<file path="src/rtl/mips_pkg.sv">
// Shared MIPS opcode constants and instruction-loader state encoding.
// op_supported() lists the opcodes the single-cycle decoder implements.
package mips_pkg;

  localparam logic [5:0] OP_RTYPE = 6'b000000;
  localparam logic [5:0] OP_LW    = 6'b100011;
  localparam logic [5:0] OP_SW    = 6'b101011;
  localparam logic [5:0] OP_BEQ   = 6'b000100;
  localparam logic [5:0] OP_ADDI  = 6'b001000;
  localparam logic [5:0] OP_J     = 6'b000010;
  localparam logic [5:0] OP_BNE   = 6'b000101;
  localparam logic [5:0] OP_ORI   = 6'b001101;
  localparam logic [5:0] OP_ANDI  = 6'b001100;
  localparam logic [5:0] OP_SLTI  = 6'b001010;

  typedef enum logic [2:0] {
    IDLE,
    COUNT,
    BYTES,
    WRITE,
    DONE,
    ERR
  } load_state_t;

  function automatic logic op_supported(input logic [5:0] op);
    case (op)
      OP_RTYPE, OP_LW, OP_SW, OP_BEQ, OP_ADDI,
      OP_J, OP_BNE, OP_ORI, OP_ANDI, OP_SLTI:
        op_supported = 1'b1;
      default:
        op_supported = 1'b0;
    endcase
  endfunction

endpackage

</file>
<file path="src/rtl/word_assembler.sv">
// Packs four big-endian bytes into a 32-bit word.
// word_ready pulses combinationally with the 4th byte.
module word_assembler (
  input  logic        clk,
  input  logic        reset,
  input  logic        clear,
  input  logic        byte_valid,
  input  logic [7:0]  byte_data,
  output logic [31:0] word,
  output logic        word_ready
);

  logic [1:0] cnt;

  always_ff @(posedge clk or negedge reset) begin
    if (!reset) begin
      cnt  <= 2'd0;
      word <= 32'd0;
    end else if (clear) begin
      cnt <= 2'd0;
    end else if (byte_valid) begin
      word <= {word[23:0], byte_data};
      cnt  <= cnt + 2'd1;
    end
  end

  assign word_ready = byte_valid && (cnt == 2'd3);

endmodule

</file>
<file path="src/rtl/imem_loader.sv">
// Streams a byte-serial program into imem, holding the core in reset.
// Define IMEM_LOADER_OPCHECK_EN to reject words with unsupported opcodes.
module imem_loader
  import mips_pkg::*;
#(
  parameter int ADDR_W = 6
) (
  input  logic              clk,
  input  logic              reset,
  input  logic              start,
  input  logic              rx_valid,
  input  logic [7:0]        rx_data,
  output logic              rx_ready,
  output logic              imem_we,
  output logic [ADDR_W-1:0] imem_addr,
  output logic [31:0]       imem_wd,
  output logic              cpu_hold,
  output logic              done,
  output logic              error,
  output logic [ADDR_W:0]   words_loaded
);

  localparam logic [8:0] DEPTH = 9'(2 ** ADDR_W);

  load_state_t       state, state_n;
  logic [ADDR_W:0]   n;
  logic [ADDR_W-1:0] addr;
  logic              take, feed, word_ready;
  logic              ld_count, do_write, last, bad_n;

  assign take  = rx_valid && rx_ready;
  assign feed  = take && (state == BYTES);
  assign last  = (words_loaded + 1'b1) == n;
  assign bad_n = (rx_data == 8'd0) || ({1'b0, rx_data} > DEPTH);

  word_assembler u_asm (
    .clk       (clk),
    .reset     (reset),
    .clear     (state == COUNT),
    .byte_valid(feed),
    .byte_data (rx_data),
    .word      (imem_wd),
    .word_ready(word_ready)
  );

  always_ff @(posedge clk or negedge reset) begin
    if (!reset) begin
      state        <= IDLE;
      n            <= '0;
      addr         <= '0;
      words_loaded <= '0;
    end else begin
      state <= state_n;
      if (ld_count) begin
        n            <= (ADDR_W+1)'(rx_data);
        addr         <= '0;
        words_loaded <= '0;
      end
      if (do_write) begin
        words_loaded <= words_loaded + 1'b1;
        // hold at the final address so a full-depth load never wraps
        if (!last)
          addr <= addr + 1'b1;
      end
    end
  end

  always_comb begin
    state_n  = state;
    ld_count = 1'b0;
    do_write = 1'b0;
    case (state)
      IDLE:
        if (start) state_n = COUNT;
      COUNT:
        if (take) begin
          if (bad_n) begin
            state_n = ERR;
          end else begin
            ld_count = 1'b1;
            state_n  = BYTES;
          end
        end
      BYTES:
        if (word_ready) state_n = WRITE;
      WRITE: begin
`ifdef IMEM_LOADER_OPCHECK_EN
        if (!op_supported(imem_wd[31:26])) begin
          state_n = ERR;
        end else begin
          do_write = 1'b1;
          state_n  = last ? DONE : BYTES;
        end
`else
        do_write = 1'b1;
        state_n  = last ? DONE : BYTES;
`endif
      end
      DONE, ERR:
        if (start) state_n = COUNT;
      default:
        state_n = IDLE;
    endcase
  end

  assign rx_ready  = (state == COUNT) || (state == BYTES);
  assign imem_we   = do_write;
  assign imem_addr = addr;
  assign done      = (state == DONE) && !start;
  assign error     = (state == ERR) && !start;
  assign cpu_hold  = !done;

endmodule
</file>
<file path="config.mk">
export PLATFORM = sky130hd
export DESIGN_NAME = imem_loader
export DESIGN_NICKNAME = d
export VERILOG_FILES = /design/src/rtl/mips_pkg.sv /design/src/rtl/word_assembler.sv /design/src/rtl/imem_loader.sv
export SDC_FILE = /design/constraint.sdc
export NUM_CORES = 1
export LEC_CHECK = 0
export BUFFER_PORTS_ARGS = -buffer_cell sky130_fd_sc_hd__buf_2
export CAP_MARGIN = 25
export CORE_MARGIN = 3
export CORE_UTILIZATION = 29
export DETAILED_ROUTE_END_ITERATION = 16
export PLACE_DENSITY = 0.49
export SLEW_MARGIN = 20
export SYNTH_ARGS = -nofsm -noshare
export SYNTH_HDL_FRONTEND = slang
export SYNTH_SLANG_ARGS = --single-unit
</file>
<file path="constraint.sdc">
create_clock -name clk -period 2.4 [get_ports clk]
set_input_delay 0.48 -clock clk [delete_from_list [all_inputs] [get_ports clk]]
set_output_delay 0.48 -clock clk [all_outputs]
set_load 0.05 [all_outputs]
</file>
======== Yosys cells after proc, flatten, opt, wreduce, memory -nomap -nowiden ========
Cells that the tools add are included.
operators by class
  reduce and logical (&&, ||, !) cells .... 16
  eq/ne operators ......................... 10
  mux-type cells .......................... 17
  $add $sub $neg .......................... 3
  $lt $le $gt $ge ......................... 1
  bitwise gates (word level) .............. 1
operators with widths
  kind                                                                     number
  6-bit 2-to-1 mux                                                         3
  3-bit 2-to-1 mux                                                         5
  7-bit 2-to-1 mux                                                         2
  3-bit case mux with 4 select lines                                       1
  8-bit by 7-bit > comparator with 1-bit output, second input constant     1
  8-bit zero test                                                          1
  7-bit by 1-bit adder with 7-bit output, second input constant            1
  7-bit == test                                                            1
  6-bit by 1-bit adder with 6-bit output, second input constant            1
  3-bit by 2-bit == test with 1-bit output, second input constant          2
  3-bit == test, second input constant                                     2
  1-bit logical AND                                                        5
  1-bit 2-to-1 mux                                                         4
  2-bit 2-to-1 mux                                                         2
  2-bit by 1-bit inequality test with 1-bit output, second input constant  2
  2-bit nonzero test                                                       2
  3-bit by 1-bit == test with 1-bit output, second input constant          1
  3-bit zero test                                                          1
  3-bit AND reduction                                                      1
  3-bit OR reduction                                                       1
  2-bit by 1-bit adder with 2-bit output, second input constant            1
  2-bit == test, second input constant                                     1
  1-bit zero test                                                          2
  1-bit logical OR                                                         2
  3 further kinds                                                          3
storage, ports and cells
  output and inout bits ................... 50
  flip-flop bits (word level) ............. 57
  input bits .............................. 12

======== Depth between registers and ports, before layout ========
Gate-level depths: netlist (run 1).
  word-level depth ........................ 8
  gate-level depth with buffers ........... 8
  mapped depth without buffers ............ 7

======== Modules after synthesis ========
From an unflattened synthesis (run 1), not the netlist that was laid out.
second synthesis, totals
  cell total of the unflattened synthesis .. 209
  area total of the unflattened synthesis .. 2762.6 um^2
modules (own cells, without submodules)
  module          area an instance (um^2)  cells an instance  seq. area each (um^2)  times used
  word_assembler  1455.1                   77                 850.8                  1
  imem_loader     1307.5                   132                575.6                  1

======== Worst setup path before layout (run 1) ========
Ideal clock, no wire load.
  kind .................................... reg-to-output
  start ................................... register state[1]
  end ..................................... output port error
  cell stages (with the launch flop) ...... 3
  required time ........................... 1920 ps
  slack ................................... -159 ps
  buffers on the path ..................... 1
  arrival ................................. 2079 ps
  cell sequence ........................... dfrtp_1 clkbuf_1 nor4bb_1
on the way
  word-level cells in the longest chain between the ends .. 2
ends and longest elaborated chain
  item                    RTL line            source
  from (decl)             imem_loader.sv:25   load_state_t state, state_n;
  from (signal assigned)  imem_loader.sv:53   state <= state_n;
  3-bit == test           imem_loader.sv:110  assign error = (state == ERR) && !start;
  1-bit logical AND       imem_loader.sv:110
  to (decl)               imem_loader.sv:19   output logic error,
Every way passes these cells.

======== Worst setup path after layout (run 1) ========
  start ................................... register state[1]
  end ..................................... output port done
on the way
  word-level cells in the longest chain between the ends .. 2
ends and longest elaborated chain
  item               RTL line            source
  3-bit == test      imem_loader.sv:109  assign done = (state == DONE) && !start;
  1-bit logical AND  imem_loader.sv:109
  to (decl)          imem_loader.sv:18   output logic done,
Every way passes these cells.

==> impl_metrics.yaml, run 1 <==
floorplan:
  fp.dieW_um: 100
  coreArea_um2: 8380
  std_cell_rows: 33
  start_util_pct: 30.6
  dieHeight_um: 100
  pin_count: 62
  die-area_um2: 10000
route:
  routed_via_density: 4.66
  totalWireLength_mm: 5.58
  ant_nets: 0
  vias: 1849
  drc: 0
  drt_iter0_drc: 63
  wire_per_inst_um: 14.1
  drt-pass1-iter-count: 4
cts:
  cts_tree: "yes"
  clock_path_buffers: 2
  cts_buffers: 9
  clockRootBuffer: "clkbuf_8"
  ctsHoldBuffers: 0
  path_clk_slew_ps: 70
  ctsHtreeMaxLevel: 3
  cts_resized: 0
  cts_setup_buffers: 0
  clock-sinks: 57
  clk_latency_ps: 340
place:
  port_buffers: 61
  dp_hpwl_mm: 3.95
  place_congestion: 0.740
sta:
  rsz0062_at_grt: "no"
  max_freq_mhz: 429
  hold_violations: 0
  slew_violations: 0
  worst_pin_slew_ps: 501
  skew_ps: 6.86
  setup_violations: 0
  period_share_pct: 97.1
  relSlewSlack_pct: 66.6
  min_period_ps: 2330
  fin_tns_setup_ps: 0
setup_path:
  cp.arrival_ps: 1850
  cpPeakStageDelay_ps: 700
  crit_family: "simple AND/OR/NAND/NOR gates"
  required_ps: 1920
  crit_type: "reg -> out"
  cp_slowest_cell: "or4b_2"
  critPathMaxFanout: 10
  rr_worst_depth: 8
  crit_path_end_kind: "output port"
  crit_cells: 3
  crit_buf_inv: 2
  start_kind: "register"
  crit_chain: "or4b_2 -> inv_1 -> buf_2"
global_route:
  grt_max_degree: 58
  first_global_vias: 1832
  grt_util_all_layers_pct: 11.8
  use_met3_pct: 2.92
  use_met2_pct: 18.4
  busiest_layer: "met2"
  antenna_found_initial: 0
  grt_util_met1_pct: 15.1
  grt.overflow.total: 0
  grt_pass1_wl_mm: 9.17
logic_synthesis:
  ys_dominant_reg_cell: "dfrtp_1"
  ys_types: 37
  synth-edff-count: 0
  ys_async_sr_fraction_pct: 100
  ys_seq_area_share_pct: 55.6
  synth.top_cells.by_count: "57 x dfrtp_1, 39 x mux2_2, 22 x nand2_1"
  synth_area_per_cell_um2: 12.1
  ys_seq_elements: 57
  synth.area.top_cells: "dfrtp_1 56%, mux2_2 17%, xnor2_1 3.4%"
  synth.most_common_cell: "dfrtp_1"
  synth_top_area_share_pct: 55.6
  synthCells: 212
  synth_fp_nets: 227
  yosysTopAreaCell: "dfrtp_1"
  yosys_warnings: 0
  synthesis.area_um2: 2560
cells_and_area:
  fill_cells: 844
  drive_above_1_share_pct: 45.9
  nNetsFinal: 302
  diodes: 0
  syn_to_final_growth_pct: 31.2
flow_run:
  drv_cap: 0
outcome:
  status: "complete, no violations"
power_and_ir_drop:
  p_total_w: 0.00507
  p_per_area_nw_per_um2: 1510
  p_leak_nw: 1.67
  ir_drop_mv: 0.585
hold_path:
  min_path_type: "in -> async"
[cell type report]
type | instances | area [µm²] | area share, %
Sequential cell | 57 | 1430 | 42.4
Multi-Input combinational cell | 141 | 1100 | 32.8
Timing Repair Buffer | 73 | 420 | 12.5
Clock buffer | 12 | 165 | 4.91
Tap cell | 105 | 131 | 3.90
Clock inverter | 4 | 97.6 | 2.90
Inverter | 5 | 18.8 | 0.558
[cell usage in the layout, fill, tap and decap left out, types with 2 or more instances in the layout]
cell type,count
o21ai_1,5
buf_12,2
buf_2,61
buf_4,10
bufinv_16,3
mux2_2,39
a21oi_1,5
nand3_1,4
nor3b_1,2
mux2i_1,7
ha_1,3
nand2_1,22
clkbuf_8,12
nor2_1,10
o22ai_1,3
nand4_1,3
dfrtp_1,57
xor2_1,3
inv_1,4
and3_1,2
xnor2_1,10
o21ai_0,6
[cells by family after synthesis]
family,Yosys count,synth area share (%)
compound gates,23,5.02
mux,46,19.9
fa+ha+maj,3,1.46
simple gates,56,11.2
buf+inv,14,2.39
xor+xnor,13,4.44
flops,57,55.6
[sequential cells by signal (all words and copies together) (netlist names)]
register	flops
state	3
u_asm.cnt	2
n	7
words_loaded	7
imem_addr	6
u_asm.word	32
[metrics by stage]
stage                     setup WS (ps)  util [%]  hold WS, ps  cell area [µm²]  instances
after floorplan                    42.8         -          184             2580        212
after global placement             -125      37.0          485             3100        381
after detailed placement           -150      37.0          483             3100        381
after CTS                          57.6      40.1          139             3360        397
after global routing               27.7      40.1          153             3360        397
final                              69.1      40.1          131             3360        397
[worst paths after layout]
path                                      start  slack, ps             end
min in group clk                     rx_data[7]        420   u_asm.word[7]
worst min-delay path                      reset        130  u_asm.word[28]
max in group asynchronous                 reset       2010    imem_addr[1]
worst max register to register  words_loaded[0]        350    imem_addr[5]
worst min register to register     imem_addr[5]        480    imem_addr[5]
worst max-delay path                   state[1]         70            done
[report_power, final]
| group | internal [W] | switching, W | total, W |
|---|---|---|---|
| Clock | 0.000775 | 0.000389 | 0.00116 |
| Combinational | 0.000735 | 0.00155 | 0.00229 |
| Sequential | 0.00130 | 0.000312 | 0.00162 |
[per-layer routing]
| metal | routed length, µm | vias to the layer above |
|---|---|---|
| li1 | - | 895 |
| met1 | 2520 | 910 |
| met2 | 2710 | 35 |
| met3 | 219 | 9 |
| met4 | 136 | 0 |
| met5 | 0 | - |
Note: power is estimated with default switching activity, not from simulation.
==> run 2: changes to the inputs <==
--- a/config.mk
+++ b/config.mk
@@ -7,10 +7,12 @@
 export LEC_CHECK = 0
 export BUFFER_PORTS_ARGS = -buffer_cell sky130_fd_sc_hd__buf_2
 export CAP_MARGIN = 25
+export CELL_PAD_IN_SITES_DETAIL_PLACEMENT = 1
+export CELL_PAD_IN_SITES_GLOBAL_PLACEMENT = 1
 export CORE_MARGIN = 3
 export CORE_UTILIZATION = 29
 export DETAILED_ROUTE_END_ITERATION = 16
-export PLACE_DENSITY = 0.49
+export PLACE_DENSITY = 0.58
 export SLEW_MARGIN = 20
 export SYNTH_ARGS = -nofsm -noshare
 export SYNTH_HDL_FRONTEND = slang
==> impl_metrics.yaml, run 2 (same netlist as run 1, synthesis figures left out) <==
cells_and_area:
  diodes: 0
  regMostFlops: "u_asm.word"
  drive_above_1_share_pct: 46.2
  final_common_cell: "buf_2"
  syn_to_final_growth_pct: 28.7
  layout_common_cells: "61 x buf_2, 55 x dfrtp_1, 39 x mux2_2"
  fill_cells: 955
  largest_register_ffs: 32
  nNetsFinal: 302
  finalNonFillerCells: 397
  top_regs: "u_asm.word (32), n (7), words_loaded (7)"
  final_core_util_pct: 39.4
sta:
  max_freq_mhz: 433
  worst_pin_slew_ps: 677
  hold_violations: 0
  rsz0062_at_grt: "no"
  relSlewSlack_pct: 54.9
  setup_violations: 0
  whs_ps: 191
  fin_tns_setup_ps: 0
  period_share_pct: 96.2
  min_period_ps: 2310
  skew_ps: 5.90
  slew_violations: 0
place:
  dpl.cell_count: 381
  dp_hpwl_mm: 4.48
  port_buffers: 61
  place_congestion: 0.698
outcome:
  status: "complete, no violations"
cts:
  cts_tree: "yes"
  path_clk_slew_ps: 70
  clk_latency_ps: 330
  clock-sinks: 57
  cts_buffers: 9
  clock_path_buffers: 2
  ctsHoldBuffers: 0
  clockRootBuffer: "clkbuf_8"
  ctsHtreeMaxLevel: 3
hold_path:
  min_path_type: "in -> async"
floorplan:
  std_cell_rows: 33
  dieHeight_um: 100
  pin_count: 62
  die-area_um2: 10000
  fp.dieW_um: 100
  coreArea_um2: 8380
  start_util_pct: 30.6
route:
  drt-pass1-iter-count: 2
  ant_nets: 0
  totalWireLength_mm: 6.09
  drc: 0
  vias: 1889
  drt_iter0_drc: 50
  routed_via_density: 4.76
  wire_per_inst_um: 15.3
setup_path:
  required_ps: 1920
  crit_path_end_kind: "output port"
  critPathMaxFanout: 9
  cp.arrival_ps: 1830
  start_kind: "register"
  rr_worst_depth: 5
  crit_type: "reg -> out"
global_route:
  first_global_vias: 1936
  grt_max_degree: 36
  grt.overflow.total: 0
  antenna_found_initial: 0
  grt_util_all_layers_pct: 12.9
  grt_pass1_wl_mm: 10.0
flow_run:
  drv_cap: 0
power_and_ir_drop:
  ir_drop_mv: 0.577
  p_leak_nw: 1.63
  p_per_area_nw_per_um2: 1460
  p_total_w: 0.00482
==> run 2: cell types whose count changed in the layout (fill, tap and decap cells not counted), sizes merged <==
cell and change:
clkbuf -1, clkinv +2, clkinvlp +1, bufinv -2
==> run 2: power by group <==
| part | total (W) | internal, W | switching [W] | leakage, nW |
|---|---|---|---|---|
| Clock | 0.000885 | 0.000504 | 0.000381 | 0.0953 |
| Combinational | 0.00228 | 0.000728 | 0.00155 | 0.792 |
| Sequential | 0.00165 | 0.00131 | 0.000345 | 0.746 |
| Total | 0.00482 | 0.00254 | 0.00228 | 1.63 |
==> run 2: per-stage QoR <==
stage	setup slack, ps	instance area (µm²)
floorplan	42.8	2580
CTS	29.4	3300
detailed placement	-133	3100
global placement	-101	3100
global route	32.0	3300
finish	91.3	3300
==> run 2: layout make-up <==
| type | instances | area, µm² | share of cell area [%] |
|---|---|---|---|
| inverters | 5 | 18.8 | 0.569 |
| flip-flops and latches | 57 | 1430 | 43.3 |
| repair buffers | 73 | 420 | 12.7 |
| clock inverters | 5 | 55.1 | 1.67 |
| clock buffers | 11 | 141 | 4.28 |
| multi-input cells | 141 | 1100 | 33.5 |
| well taps | 105 | 131 | 3.98 |
==> run 2: final timing paths <==
| check | from | endpoint | slack (ps) |
|---|---|---|---|
| max in group asynchronous | reset | u_asm.word[0] | 1600 |
| worst max register to register | state[2] | n[5] | 300 |
| worst min register to register | imem_addr[5] | imem_addr[5] | 490 |
| worst max-delay path | state[0] | done | 90 |
| worst min-delay path | reset | u_asm.word[3] | 190 |
| min in group clk | rx_data[7] | u_asm.word[7] | 440 |
==> run 2: worst max-delay path: stages (launching register included) <==
cell	delay (ps)
dfrtp_2	470
or4b_2	700
inv_1	70
buf_2	250
==> run 2: repair_timing <==
| action | in CTS | in global routing |
|---|---|---|
| endpoints found under the setup margin | 0 | 1 |
| setup buffers | 0 | 0 |
| resized for setup | 0 | 2 |
==> run 2: per-layer routing <==
| metal | vias to the layer above | track usage, % | share of wire, % |
|---|---|---|---|
| met2 | 32 | 20.9 | 50 |
| li1 | 895 | - | - |
| met3 | 9 | 2.22 | 2.6 |
| met4 | 0 | 6.53 | 2.0 |
| met5 | - | 0 | 0 |
| met1 | 953 | 16.5 | 45 |
